<file path="config.mk">
export PLATFORM = sky130hd
export DESIGN_NAME = sfa_5to1_rr_arbiter
export DESIGN_NICKNAME = d
export VERILOG_FILES = /design/src/rtl/sfa_5to1_rr_arbiter.sv
export SDC_FILE = /design/constraint.sdc
export NUM_CORES = 1
export LEC_CHECK = 0
export ABC_CLOCK_PERIOD_IN_PS = 4300
export CAP_MARGIN = 20
export CORE_UTILIZATION = 33
export CTS_CLUSTER_SIZE = 30
export DETAILED_ROUTE_END_ITERATION = 7
export HOLD_SLACK_MARGIN = 0.06
export SYNTH_ARGS = -nofsm -noshare
export SYNTH_HDL_FRONTEND = slang
export SYNTH_SLANG_ARGS = --single-unit
</file>
<file path="constraint.sdc">
create_clock -name ACLK -period 4.3 [get_ports ACLK]
set_input_delay 0.86 -clock ACLK [delete_from_list [all_inputs] [get_ports ACLK]]
set_output_delay 0.86 -clock ACLK [all_outputs]
set_load 0.005 [all_outputs]
</file>
<file path="src/rtl/sfa_5to1_rr_arbiter.sv">
// rtl/sfa_5to1_rr_arbiter.sv - round-robin CONF select driver for the SFA 5-to-1 stream mux
// Grants one source per bounded burst, releases on burst count or idle timeout, with a fixed-route bypass.
module sfa_5to1_rr_arbiter #(
  parameter int BURST_LEN    = 16,
  parameter int CNT_W        = 8,
  parameter int IDLE_TIMEOUT = 4
) (
  input  logic       ACLK,
  input  logic       ARESETN,
  input  logic [4:0] s_tvalid,
  input  logic       mO_tvalid,
  input  logic       mO_tready,
  input  logic       EN,
  input  logic       FIXED_EN,
  input  logic [3:0] FIXED_CONF,
  output logic [3:0] CONF,
  output logic       grant_active,
  output logic       release_pulse,
  output logic       release_cause
);

  typedef enum logic [1:0] {ST_IDLE, ST_GRANT, ST_FIXED} state_t;

  localparam logic [CNT_W-1:0] BURST_LAST = CNT_W'(BURST_LEN - 1);
  localparam logic [CNT_W:0]   IDLE_LIMIT = (CNT_W + 1)'(IDLE_TIMEOUT);

  state_t           state_q;
  logic [3:0]       conf_q;
  logic             grant_q;
  logic             pulse_q;
  logic             cause_q;
  logic [2:0]       ptr_q;
  logic [CNT_W-1:0] burst_q, burst_d;
  logic [CNT_W-1:0] idle_q, idle_d;

  logic       beat;
  logic       any_req;
  logic       gnt_valid;
  logic       fixed_ok;
  logic       burst_hit;
  logic       idle_hit;
  logic [2:0] win;
  logic [3:0] cand;

  // Descending scan so the candidate closest after the pointer is the final assignment.
  always_comb begin
    win  = 3'd0;
    cand = 4'd0;
    for (int i = 5; i >= 1; i--) begin
      cand = {1'b0, ptr_q} + 4'(i);
      if (cand > 4'd5) cand = cand - 4'd5;
      if (s_tvalid[3'(cand - 4'd1)]) win = cand[2:0];
    end
  end

  always_comb begin
    beat      = mO_tvalid & mO_tready;
    any_req   = |s_tvalid;
    fixed_ok  = (FIXED_CONF >= 4'd1) && (FIXED_CONF <= 4'd5);
    gnt_valid = ((conf_q >= 4'd1) && (conf_q <= 4'd5)) ? s_tvalid[3'(conf_q - 4'd1)] : 1'b0;
    burst_hit = beat && (burst_q == BURST_LAST);
    idle_hit  = (IDLE_TIMEOUT > 0) && !beat && !gnt_valid &&
                (({1'b0, idle_q} + 1'b1) >= IDLE_LIMIT);
    burst_d   = beat ? burst_q + 1'b1 : burst_q;
    if (beat)            idle_d = '0;
    else if (!gnt_valid) idle_d = (idle_q == '1) ? idle_q : idle_q + 1'b1;
    else                 idle_d = idle_q;
  end

  always_ff @(posedge ACLK or negedge ARESETN) begin
    if (!ARESETN) begin
      state_q <= ST_IDLE;
      conf_q  <= 4'd0;
      grant_q <= 1'b0;
      pulse_q <= 1'b0;
      cause_q <= 1'b0;
      ptr_q   <= 3'd5;
      burst_q <= '0;
      idle_q  <= '0;
    end else begin
      pulse_q <= 1'b0;
      if (FIXED_EN) begin
        // Bypass wins over everything; any open burst is dropped without a pulse.
        state_q <= ST_FIXED;
        conf_q  <= fixed_ok ? FIXED_CONF : 4'd0;
        grant_q <= fixed_ok;
        burst_q <= '0;
        idle_q  <= '0;
      end else begin
        case (state_q)
          ST_IDLE: begin
            if (EN && any_req) begin
              state_q <= ST_GRANT;
              conf_q  <= {1'b0, win};
              grant_q <= 1'b1;
              ptr_q   <= win;
              burst_q <= '0;
              idle_q  <= '0;
            end
          end
          ST_GRANT: begin
            if (burst_hit || idle_hit) begin
              pulse_q <= 1'b1;
              cause_q <= !burst_hit;
              burst_q <= '0;
              idle_q  <= '0;
              if (EN && any_req) begin
                conf_q <= {1'b0, win};
                ptr_q  <= win;
              end else begin
                state_q <= ST_IDLE;
                conf_q  <= 4'd0;
                grant_q <= 1'b0;
              end
            end else begin
              burst_q <= burst_d;
              idle_q  <= idle_d;
            end
          end
          default: begin
            state_q <= ST_IDLE;
            conf_q  <= 4'd0;
            grant_q <= 1'b0;
          end
        endcase
      end
    end
  end

  assign CONF          = conf_q;
  assign grant_active  = grant_q;
  assign release_pulse = pulse_q;
  assign release_cause = cause_q;

endmodule

</file>
==> results of run 1 <==
logic make-up after synthesis:
family | count (synthesis) | synth area share (%)
buffers and inverters | 28 | 4.81
DFF | 28 | 25.3
adders and majority gates | 20 | 9.00
and+or+nand+nor | 119 | 24.1
muxes | 17 | 8.50
AOI/OAI and AO/OA | 84 | 21.6
xor gates and xnor gates | 17 | 6.70
worst min-delay path by stage:
stage / to / slack (ns) / from / cells past startpoint
2_1_floorplan: idle_q[7]$_DFFE_PN0P_ / 0.44 / idle_q[7]$_DFFE_PN0P_ / 1
3_3_place_gp: idle_q[7]$_DFFE_PN0P_ / 0.47 / idle_q[7]$_DFFE_PN0P_ / 1
3_5_place_dp: idle_q[7]$_DFFE_PN0P_ / 0.50 / idle_q[7]$_DFFE_PN0P_ / 1
4_1_cts: idle_q[7]$_DFFE_PN0P_ / 0.52 / idle_q[7]$_DFFE_PN0P_ / 1
5_1_grt: idle_q[7]$_DFFE_PN0P_ / 0.53 / idle_q[7]$_DFFE_PN0P_ / 1
6_report: idle_q[7]$_DFFE_PN0P_ / 0.51 / idle_q[7]$_DFFE_PN0P_ / 1
Yosys cell counts (all sizes together) (5+ instances only):
cell and number:
and3 5, nor2b 7, inv 16, dfrtp 26, nand2b 5, ha 20
o31ai 7, xnor2 14, nor2 23, nand3 11, mux2i 13, and2 8
buf 9, a21oi 13, o21ai 29, nor3 11, nand2 28
layout make-up:
type	count	area, µm²	area share (%)
multi-input combinational	257	1940	61.7
sequential	28	703	22.3
timing repair buffer	27	255	8.10
tap	105	131	4.17
inverter	16	60.1	1.91
clock buffer	4	55.1	1.75
per-layer routing:
metal / track usage (%) / routed length [µm] / vias to the layer above
met5: 0 / 0 / -
met4: 3.21 / 46 / 0
met3: 1.38 / 142 / 2
met2: 23.2 / 2760 / 28
met1: 21.8 / 3180 / 1142
li1: - / - / 1182
flip-flops by register name (all words and copies together), names as in the netlist:
| register | cells |
|---|---|
| idle_q | 8 |
| burst_q | 8 |
| release_cause | 1 |
| state_q | 2 |
| CONF | 4 |
| release_pulse | 1 |
| grant_active | 1 |
| ptr_q | 3 |
through the flow:
step           setup WS (ns)  cell area, µm²  std cells  utilization, %  hold slack, ns
6_report               0.416            3150        437            38.5           0.515
5_1_grt               0.0598            3150        437            38.5           0.530
4_1_cts                0.387            3150        437            38.5           0.525
3_5_place_dp           0.438            3090        433            37.8           0.499
3_3_place_gp           0.494            3090        433            37.8           0.469
2_1_floorplan          0.730            2780        313               -           0.445
critical path, cell delays in order, from the launching register on:
cell and delay [ns]:
dfrtp_1 0.55, inv_1 0.17, ha_1 0.31, xnor2_1 0.18
a211o_1 0.33, xnor2_1 0.21, ha_1 0.30, xor3_1 0.25
a22oi_1 0.24, and3_4 0.23, nor4_2 0.05, nor3_2 0.37
nor2_1 0.10, o31ai_1 0.38, o21ai_1 0.09
==> summary.md, run 1 <==
| Metric | Value |
|---|---|
| Status | `finished, violations left` |
| Failing checks | `design-rule violations` |
| CTS tree | `yes` |
| Critical path capture point type | `flip-flop` |
| Post-CTS Setup Bufs | `0` |
| Worst path required time | `4.45 ns` |
| Starting density of the core | `34.0%` |
| Post-synthesis sequential area ratio | `25.3%` |
| Main synth FF type | `dfrtp_1` |
| Via count | `2354` |
| Synth warnings | `0` |
| DPL Wire Length | `4830 µm` |
| Die area | `8800 µm²` |
| Most common cell after layout, fill and taps aside | `nand2_1` |
| Unrepaired setup endpoints after global routing | `no` |
| Drt initial violations | `164` |
| Final min period | `3.88 ns` |
| Ports | `22` |
| Total gr overflow | `0` |
| Crit path to | `CONF[0]$_DFFE_PN0P_` |
| Final setup vio count | `0` |
| DR pass1 iterations | `6` |
| Fin Setup TNS | `0 ns` |
| Area Overhead vs Synth | `13.2%` |
| Die height | `93.8 µm` |
| Htree depth | `1` |
| First-pass GRT wire length | `10600 µm` |
| Share of cells above drive strength 1 | `12.3%` |
| FP Rows | `33` |
| Hold Path Class | `reg -> reg` |
| Nets@finish | `368` |
| CTS resizes | `0` |
| Mapped cell area | `2780 µm²` |
| Layout fillers | `818` |
| Count of distinct cell types in the synthesized netlist | `76` |
| Die width | `93.8 µm` |
| Worst-Skew Late Latency | `0.27 ns` |
| Hold Buf Count CTS | `0` |
| EDFF count, synth | `0` |
| Core ar. | `8180 µm²` |
| GRT Util Overall | `14.8%` |
| Mapped Cells | `313` |
| Endpoints failing hold | `0` |
| Worst Reg2Reg Path Length in Cells | `14` |
| Worst-path clk slew | `0.09 ns` |
| Synth top area share | `23.4%` |
| Post-synthesis async set-or-reset flop share | `100%` |
| Final cycle utilization of the critical path | `90.3%` |
| Yosys reg bits | `28` |
| Clock Skew | `0.00232 ns` |
| Routed len/inst | `14.0 µm` |
| Clock tree buffer depth | `2` |
| Arr. time, crit path | `4.04 ns` |
| Final max-slew violation count | `0` |
| Root Driver | `clkbuf_8` |
| Number of global-route vias before repair | `2199` |
| Commonest cells after routing, fill and taps aside | `nand2_1 (27), dfrtp_1 (26), nor2_1 (23)` |
| CTS Buf Count | `3` |
| Worst R2R Setup Slack | `0.42 ns` |
| Net Count, Synth | `348` |
| # Max-Cap Violations | `0` |
| Post-route ant nets | `0` |
| Worst-path fanout max | `10` |
| Worst r2r src | `ptr_q[1]$_DFFE_PN0P_` |
| Initial antenna violation count | `0` |
| CP Class | `reg -> reg` |
| Avg Inst Size Synth | `8.89 µm²` |
| Drc violations | `1` |
| Relative slew slack | `64.5%` |
| Actual slew at the worst max-slew pin | `0.525 ns` |
| GPL Wtd Cong | `0.836` |
| Crit start category | `flip-flop` |
| Vias per Instance | `5.39` |
| Largest cells by area after synthesis | `dfrtp_1 (23%), ha_1 (9.0%), xnor2_1 (4.1%), mux2i_1 (4.0%), nand2_1 (3.6%)` |
| FMAX | `257 MHz` |
| Total clock sinks | `28` |
| Worst flop-to-flop path endpoint | `CONF[0]$_DFFE_PN0P_` |
| Pin count of the biggest net entering global routing | `29` |
| Diode count | `0` |
| Area leader, netlist | `dfrtp_1` |
| Critical path origin | `ptr_q[1]$_DFFE_PN0P_` |
| # port buffers | `21` |
| Post-Route WL | `6130 µm` |
Power of run 1 is not shown: default switching activity piles up to over one toggle a cycle in this logic, so the estimate is an artifact.
==> run 2: changes to the inputs <==
- ABC_AREA: unset -> 1
==> summary.md, run 2 <==
| Metric | Value |
|---|---|
| Area Overhead vs Synth | `13.6% (was 13.2%)` |
| FP Rows | `32 (was 33)` |
| Main synth FF type | `dfrtp_1 (unchanged)` |
| Hold Buf Count CTS | `0 (unchanged)` |
| Status | `complete, no violations (was finished, violations left)` |
| GPL Wtd Cong | `0.895 (was 0.836)` |
| Post-route ant nets | `0 (unchanged)` |
| DR pass1 iterations | `4 (was 6)` |
| DPL Wire Length | `5060 µm (was 4830 µm)` |
| Critical path's top delay family | `simple AND/OR/NAND/NOR gates (was compound AO/OA/AOI/OAI gates)` |
| Commonest cells post-synth | `nand2_1 (94), inv_1 (64), nand3_1 (51) (was nand2_1 (27), dfrtp_1 (26), nor2_1 (23))` |
| Synth warnings | `0 (unchanged)` |
| EDFF count, synth | `0 (unchanged)` |
| Hold Path Class | `reg -> reg (unchanged)` |
| CP max-delay cell | `dfstp_2 (was dfrtp_1)` |
| Worst Slack Setup Final | `1.03 ns (was 0.416 ns)` |
| CP Class | `reg -> reg (unchanged)` |
| Final max-slew violation count | `0 (unchanged)` |
| Core ar. | `7770 µm² (was 8180 µm²)` |
| Finished Layout Cells | `534 (was 437)` |
| Avg Inst Size Synth | `6.49 µm² (was 8.89 µm²)` |
| Clock Skew | `0.00178 ns (was 0.00232 ns)` |
| Count leader, synth | `nand2_1 (unchanged)` |
| Layout fillers | `849 (was 818)` |
| Crit start category | `flip-flop (unchanged)` |
| Worst path max stage delay | `0.73 ns (was 0.55 ns)` |
| Actual slew at the worst max-slew pin | `0.504 ns (was 0.525 ns)` |
| Net Count, Synth | `445 (was 348)` |
| Multi-input gate area | `1660 µm² (was 1940 µm²)` |
| Worst-path clk slew | `0.10 ns (was 0.09 ns)` |
| Mapped Cells | `410 (was 313)` |
| Total clock sinks | `28 (unchanged)` |
| Clock tree buffer depth | `2 (unchanged)` |
| Routed len/inst | `12.0 µm (was 14.0 µm)` |
| Ports | `22 (unchanged)` |
| Final cycle utilization of the critical path | `76.0% (was 90.3%)` |
| Worst R2R Setup Slack | `1.03 ns (was 0.42 ns)` |
| Nets@finish | `468 (was 368)` |
| Vias per Instance | `4.93 (was 5.39)` |
| Root Driver | `clkbuf_8 (unchanged)` |
| Initial antenna violation count | `0 (unchanged)` |
| Die width | `91.8 µm (was 93.8 µm)` |
| Commonest cells after routing, fill and taps aside | `nand2_1 (94), inv_1 (64), nand3_1 (51) (was nand2_1 (27), dfrtp_1 (26), nor2_1 (23))` |
| # port buffers | `21 (unchanged)` |
| Htree depth | `1 (unchanged)` |
| Post-place setup slack | `1.07 ns (was 0.438 ns)` |
| CTS Buf Count | `3 (unchanged)` |
| Cells along the critical path | `inv_2 > ha_1 > xnor2_1 > inv_1 > o21ai_0 > inv_1 > ha_1 > inv_1 > nand3_1 > nand3_1 > nand2_1 > nand3_1 > nand3_1 > nand2_1 > nand2_1 > nand2_1 > o21ai_0 (was inv_1 > ha_1 > xnor2_1 > a211o_1 > xnor2_1 > ha_1 > xor3_1 > a22oi_1 > and3_4 > nor4_2 > nor3_2 > nor2_1 > o31ai_1 > o21ai_1)` |
| Most common cell after layout, fill and taps aside | `nand2_1 (unchanged)` |
| GRT Util Overall | `16.3% (was 14.8%)` |
| CTS resizes | `0 (unchanged)` |
| FMAX | `306 MHz (was 257 MHz)` |
| Share of cells above drive strength 1 | `6.25% (was 12.3%)` |
| Endpoints failing hold | `0 (unchanged)` |
| Relative slew slack | `66.0% (was 64.5%)` |
| Count of distinct cell types in the synthesized netlist | `32 (was 76)` |
| Area leader, netlist | `dfrtp_1 (unchanged)` |
| Largest cells by area after synthesis | `dfrtp_1 (24%), nand2_1 (13%), nand3_1 (9.6%), ha_1 (9.4%), inv_1 (9.0%) (was dfrtp_1 (23%), ha_1 (9.0%), xnor2_1 (4.1%), mux2i_1 (4.0%), nand2_1 (3.6%))` |
| Diode count | `0 (unchanged)` |
| Final setup vio count | `0 (unchanged)` |
| Via count | `2635 (was 2354)` |
| # Max-Cap Violations | `0 (unchanged)` |
| Buf/Inv on CP | `4 (was 1)` |
| Starting density of the core | `34.3% (was 34.0%)` |
| Number of global-route vias before repair | `2567 (was 2199)` |
| Drt initial violations | `83 (was 164)` |
| Worst path required time | `4.46 ns (was 4.45 ns)` |
| Mapped cell area | `2660 µm² (was 2780 µm²)` |
| Placed cells | `530 (was 433)` |
| Synth top area share | `24.4% (was 23.4%)` |
| Total gr overflow | `0 (unchanged)` |
| Critical path capture point type | `flip-flop (unchanged)` |
| Drc violations | `0 (was 1)` |
| Pin count of the biggest net entering global routing | `29 (unchanged)` |
| Post-Route WL | `6390 µm (was 6130 µm)` |
| Arr. time, crit path | `3.43 ns (was 4.04 ns)` |
| Die area | `8430 µm² (was 8800 µm²)` |
| Post-synthesis async set-or-reset flop share | `100% (unchanged)` |
| Post-CTS Setup Bufs | `0 (unchanged)` |
| Die height | `91.8 µm (was 93.8 µm)` |
| First-pass GRT wire length | `11300 µm (was 10600 µm)` |
| Worst-path fanout max | `14 (was 10)` |
| Smallest hold slack | `0.526 ns (was 0.515 ns)` |
| Unrepaired setup endpoints after global routing | `no (unchanged)` |
| Worst-Skew Late Latency | `0.27 ns (about the same)` |
| Register area | `703 µm² (unchanged)` |
| CTS tree | `yes (unchanged)` |
| Post-synthesis sequential area ratio | `26.4% (was 25.3%)` |
| Fin Setup TNS | `0 ns (unchanged)` |
| Final min period | `3.27 ns (was 3.88 ns)` |
| Yosys reg bits | `28 (unchanged)` |
run 2: cell types whose count changed in the layout (fill, tap and decap cells not counted), sizes merged, moves of 7 or more:
cell,change
nand3,+41
nor2b,-7
nor2,+27
xor2,+8
mux2i,-13
inv,+53
and2,-8
nand2,+75
xnor2,-10
o31ai,-7
run 2: final timing paths:
| path | start | end | cells past startpoint |
|---|---|---|---|
| max | ptr_q[0]$_DFFE_PN1P_ | ptr_q[1]$_DFFE_PN0P_ | 17 |
| max reg2reg | ptr_q[0]$_DFFE_PN1P_ | ptr_q[1]$_DFFE_PN0P_ | 17 |
| max in group asynchronous | ARESETN | ptr_q[2]$_DFFE_PN1P_ | 2 |
| min reg2reg | idle_q[6]$_DFFE_PN0P_ | idle_q[6]$_DFFE_PN0P_ | 2 |
| min | idle_q[6]$_DFFE_PN0P_ | idle_q[6]$_DFFE_PN0P_ | 2 |
| min in group asynchronous | ARESETN | CONF[3]$_DFFE_PN0P_ | 2 |
run 2: cell families after synthesis:
kind of cell	Yosys count	synth area share, %
flops	28	26.4
compound gates	48	10.7
buf+inv	73	11.1
fa+ha+maj	20	9.40
xor+xnor	14	4.61
simple gates	227	37.7
run 2: per-layer routing:
metal | global-route usage (%) | share of wire (%)
met3 | 1.82 | 3.6
met5 | 0 | 0
met2 | 27.6 | 47
met1 | 21.1 | 48
met4 | 6.25 | 1.9
run 2: area by class of cell:
cell class / count / area share [%]
inverter: 69 / 8.56
timing repair buffer: 22 / 7.20
sequential: 28 / 23.3
multi-input combinational: 309 / 54.9
clock buffer: 4 / 1.82
tap: 102 / 4.22
run 2: metrics by stage:
step           cell area (µm²)  utilization, %
2_1_floorplan             2660               -
3_3_place_gp              2970            38.2
3_5_place_dp              2970            38.2
4_1_cts                   3020            38.9
5_1_grt                   3020            38.9
6_report                  3020            38.9
run 2: tightest hold or removal path, cell delays in order (launching register included):
cell and delay, ns:
dfrtp_1 0.41, inv_1 0.06, nor2_1 0.04
Power of run 2 is left out for the same reason.
==> run 3: changes to the inputs <==
- ABC_CLOCK_PERIOD_IN_PS: 4300 -> 3300
- clock period: 4.3 -> 3.3 ns (I/O delays scaled with it)
==> summary.md, run 3 (same netlist as run 2, synthesis figures left out) <==
| Metric | Value |
|---|---|
| Status | `complete, no violations (unchanged)` |
| CTS tree | `yes (unchanged)` |
| GPL Wtd Cong | `0.840 (was 0.895)` |
| Via count | `2644 (was 2635)` |
| Worst R2R Setup Slack | `0.29 ns (was 1.03 ns)` |
| DR pass1 iterations | `5 (was 4)` |
| First-pass GRT wire length | `11600 µm (was 11300 µm)` |
| Total clock sinks | `28 (unchanged)` |
| Final min period | `3.01 ns (was 3.27 ns)` |
| Area Overhead vs Synth | `15.8% (was 13.6%)` |
| Layout fillers | `838 (was 849)` |
| Drt initial violations | `88 (was 83)` |
| Final max-slew violation count | `0 (unchanged)` |
| Pin count of the biggest net entering global routing | `29 (unchanged)` |
| Vias per Instance | `4.87 (was 4.93)` |
| Die height | `91.8 µm (unchanged)` |
| Unrepaired setup endpoints after global routing | `no (unchanged)` |
| GRT Util Overall | `16.5% (was 16.3%)` |
| Min-delay src | `CONF[3]$_DFFE_PN0P_ (was idle_q[6]$_DFFE_PN0P_)` |
| CP Class | `reg -> reg (unchanged)` |
| Diode count | `0 (unchanged)` |
| Post-Route WL | `6480 µm (was 6390 µm)` |
| Post-route ant nets | `0 (unchanged)` |
| Crit start category | `flip-flop (unchanged)` |
| Clock tree buffer depth | `2 (unchanged)` |
| Worst-path fanout max | `13 (was 14)` |
| Endpoints failing hold | `0 (unchanged)` |
| Actual slew at the worst max-slew pin | `0.517 ns (was 0.504 ns)` |
| Arr. time, crit path | `3.21 ns (was 3.43 ns)` |
| Worst r2r src | `ptr_q[0]$_DFFE_PN1P_ (unchanged)` |
| # Max-Cap Violations | `0 (unchanged)` |
| Die width | `91.8 µm (unchanged)` |
| Hold Path Class | `reg -> reg (unchanged)` |
| Ports | `22 (unchanged)` |
| Hold depth | `2 (unchanged)` |
| Post-CTS Setup Bufs | `0 (unchanged)` |
| FMAX | `332 MHz (was 306 MHz)` |
| Worst-path clk slew | `0.10 ns (about the same)` |
| CTS resizes | `0 (unchanged)` |
| Total gr overflow | `0 (unchanged)` |
| Share of cells above drive strength 1 | `7.94% (was 6.25%)` |
| Worst Reg2Reg Path Length in Cells | `16 (was 17)` |
| Most common cell after layout, fill and taps aside | `nand2_1 (unchanged)` |
| Clock Skew | `0.00732 ns (was 0.00178 ns)` |
| Hold Crit Endpoint | `CONF[3]$_DFFE_PN0P_ (was idle_q[6]$_DFFE_PN0P_)` |
| Die area | `8430 µm² (unchanged)` |
| DPL Wire Length | `5220 µm (was 5060 µm)` |
| # port buffers | `21 (unchanged)` |
| FP Rows | `32 (unchanged)` |
| Htree depth | `1 (unchanged)` |
| CTS Buf Count | `3 (unchanged)` |
| Fin Setup TNS | `0 ns (unchanged)` |
| Worst flop-to-flop path endpoint | `CONF[2]$_DFFE_PN0P_ (was ptr_q[1]$_DFFE_PN0P_)` |
| Starting density of the core | `34.3% (unchanged)` |
| Final cycle utilization of the critical path | `91.3% (was 76.0%)` |
| Initial antenna violation count | `0 (unchanged)` |
| Commonest cells after routing, fill and taps aside | `nand2_1 (94), inv_1 (64), nand3_1 (51) (unchanged)` |
| Routed len/inst | `11.9 µm (was 12.0 µm)` |
| Drc violations | `0 (unchanged)` |
| Hold Buf Count CTS | `0 (unchanged)` |
| Critical path capture point type | `flip-flop (unchanged)` |
| Nets@finish | `477 (was 468)` |
| Worst-Skew Late Latency | `0.27 ns (about the same)` |
| Number of global-route vias before repair | `2656 (was 2567)` |
| Relative slew slack | `65.2% (was 66.0%)` |
| Root Driver | `clkbuf_8 (unchanged)` |
| Core ar. | `7770 µm² (unchanged)` |
| Worst path required time | `3.50 ns (was 4.46 ns)` |
| Final setup vio count | `0 (unchanged)` |
==> run 3: cell types whose count changed in the layout (fill, tap and decap cells not counted), sizes merged <==
cell,change
buf,+9
==> run 3: worst max path at each step <==
stage,cells after the start,slack [ns],end,start
after floorplan,18,0.55,ptr_q[1]$_DFFE_PN0P_,ptr_q[2]$_DFFE_PN1P_
after global placement,16,0.44,ptr_q[2]$_DFFE_PN1P_,ptr_q[0]$_DFFE_PN1P_
after detailed placement,16,0.34,CONF[2]$_DFFE_PN0P_,ptr_q[0]$_DFFE_PN1P_
after CTS,16,0.32,CONF[2]$_DFFE_PN0P_,ptr_q[0]$_DFFE_PN1P_
after global routing,16,0.04,CONF[0]$_DFFE_PN0P_,ptr_q[0]$_DFFE_PN1P_
final,16,0.29,CONF[2]$_DFFE_PN0P_,ptr_q[0]$_DFFE_PN1P_
==> run 3: per-layer routing <==
layer / vias to the layer above / share of wire (%) / track usage [%]
met2: 43 / 47 / 29.4
met5: - / 0 / 0
met4: 0 / 1.7 / 4.95
met3: 11 / 2.9 / 1.66
li1: 1377 / - / -
met1: 1213 / 48 / 21.1
==> run 3: cell type report <==
cell class / instances / area [µm²] / area share [%]
multi-input cells: 309 / 1660 / 53.9
flip-flops and latches: 28 / 703 / 22.8
clock buffers: 4 / 45.0 / 1.46
inverters: 69 / 259 / 8.40
repair buffers: 31 / 285 / 9.26
well taps: 102 / 128 / 4.14
==> run 3: per-stage QoR <==
| step | cell area [µm²] | worst slack, ns | util [%] | std cells | hold slack (ns) |
|---|---|---|---|---|---|
| floorplan | 2660 | 0.547 | - | 410 | 0.364 |
| global placement | 3040 | 0.441 | 39.1 | 539 | 0.491 |
| detailed placement | 3040 | 0.337 | 39.1 | 539 | 0.493 |
| CTS | 3080 | 0.316 | 39.7 | 543 | 0.529 |
| global route | 3080 | 0.0355 | 39.7 | 543 | 0.560 |
| finish | 3080 | 0.286 | 39.7 | 543 | 0.522 |
==> run 3: critical path: stages (launching register included) <==
cell	delay (ns)
dfstp_2	0.60
inv_2	0.13
ha_1	0.38
xnor2_1	0.19
inv_1	0.07
o21ai_0	0.23
inv_1	0.07
ha_1	0.33
inv_1	0.06
nand3_1	0.07
nand3_1	0.15
nand2_1	0.12
nand3_1	0.11
nand3_1	0.09
nand2_1	0.10
nand3_1	0.08
a21oi_1	0.15
Power of run 3 is left out for the same reason.
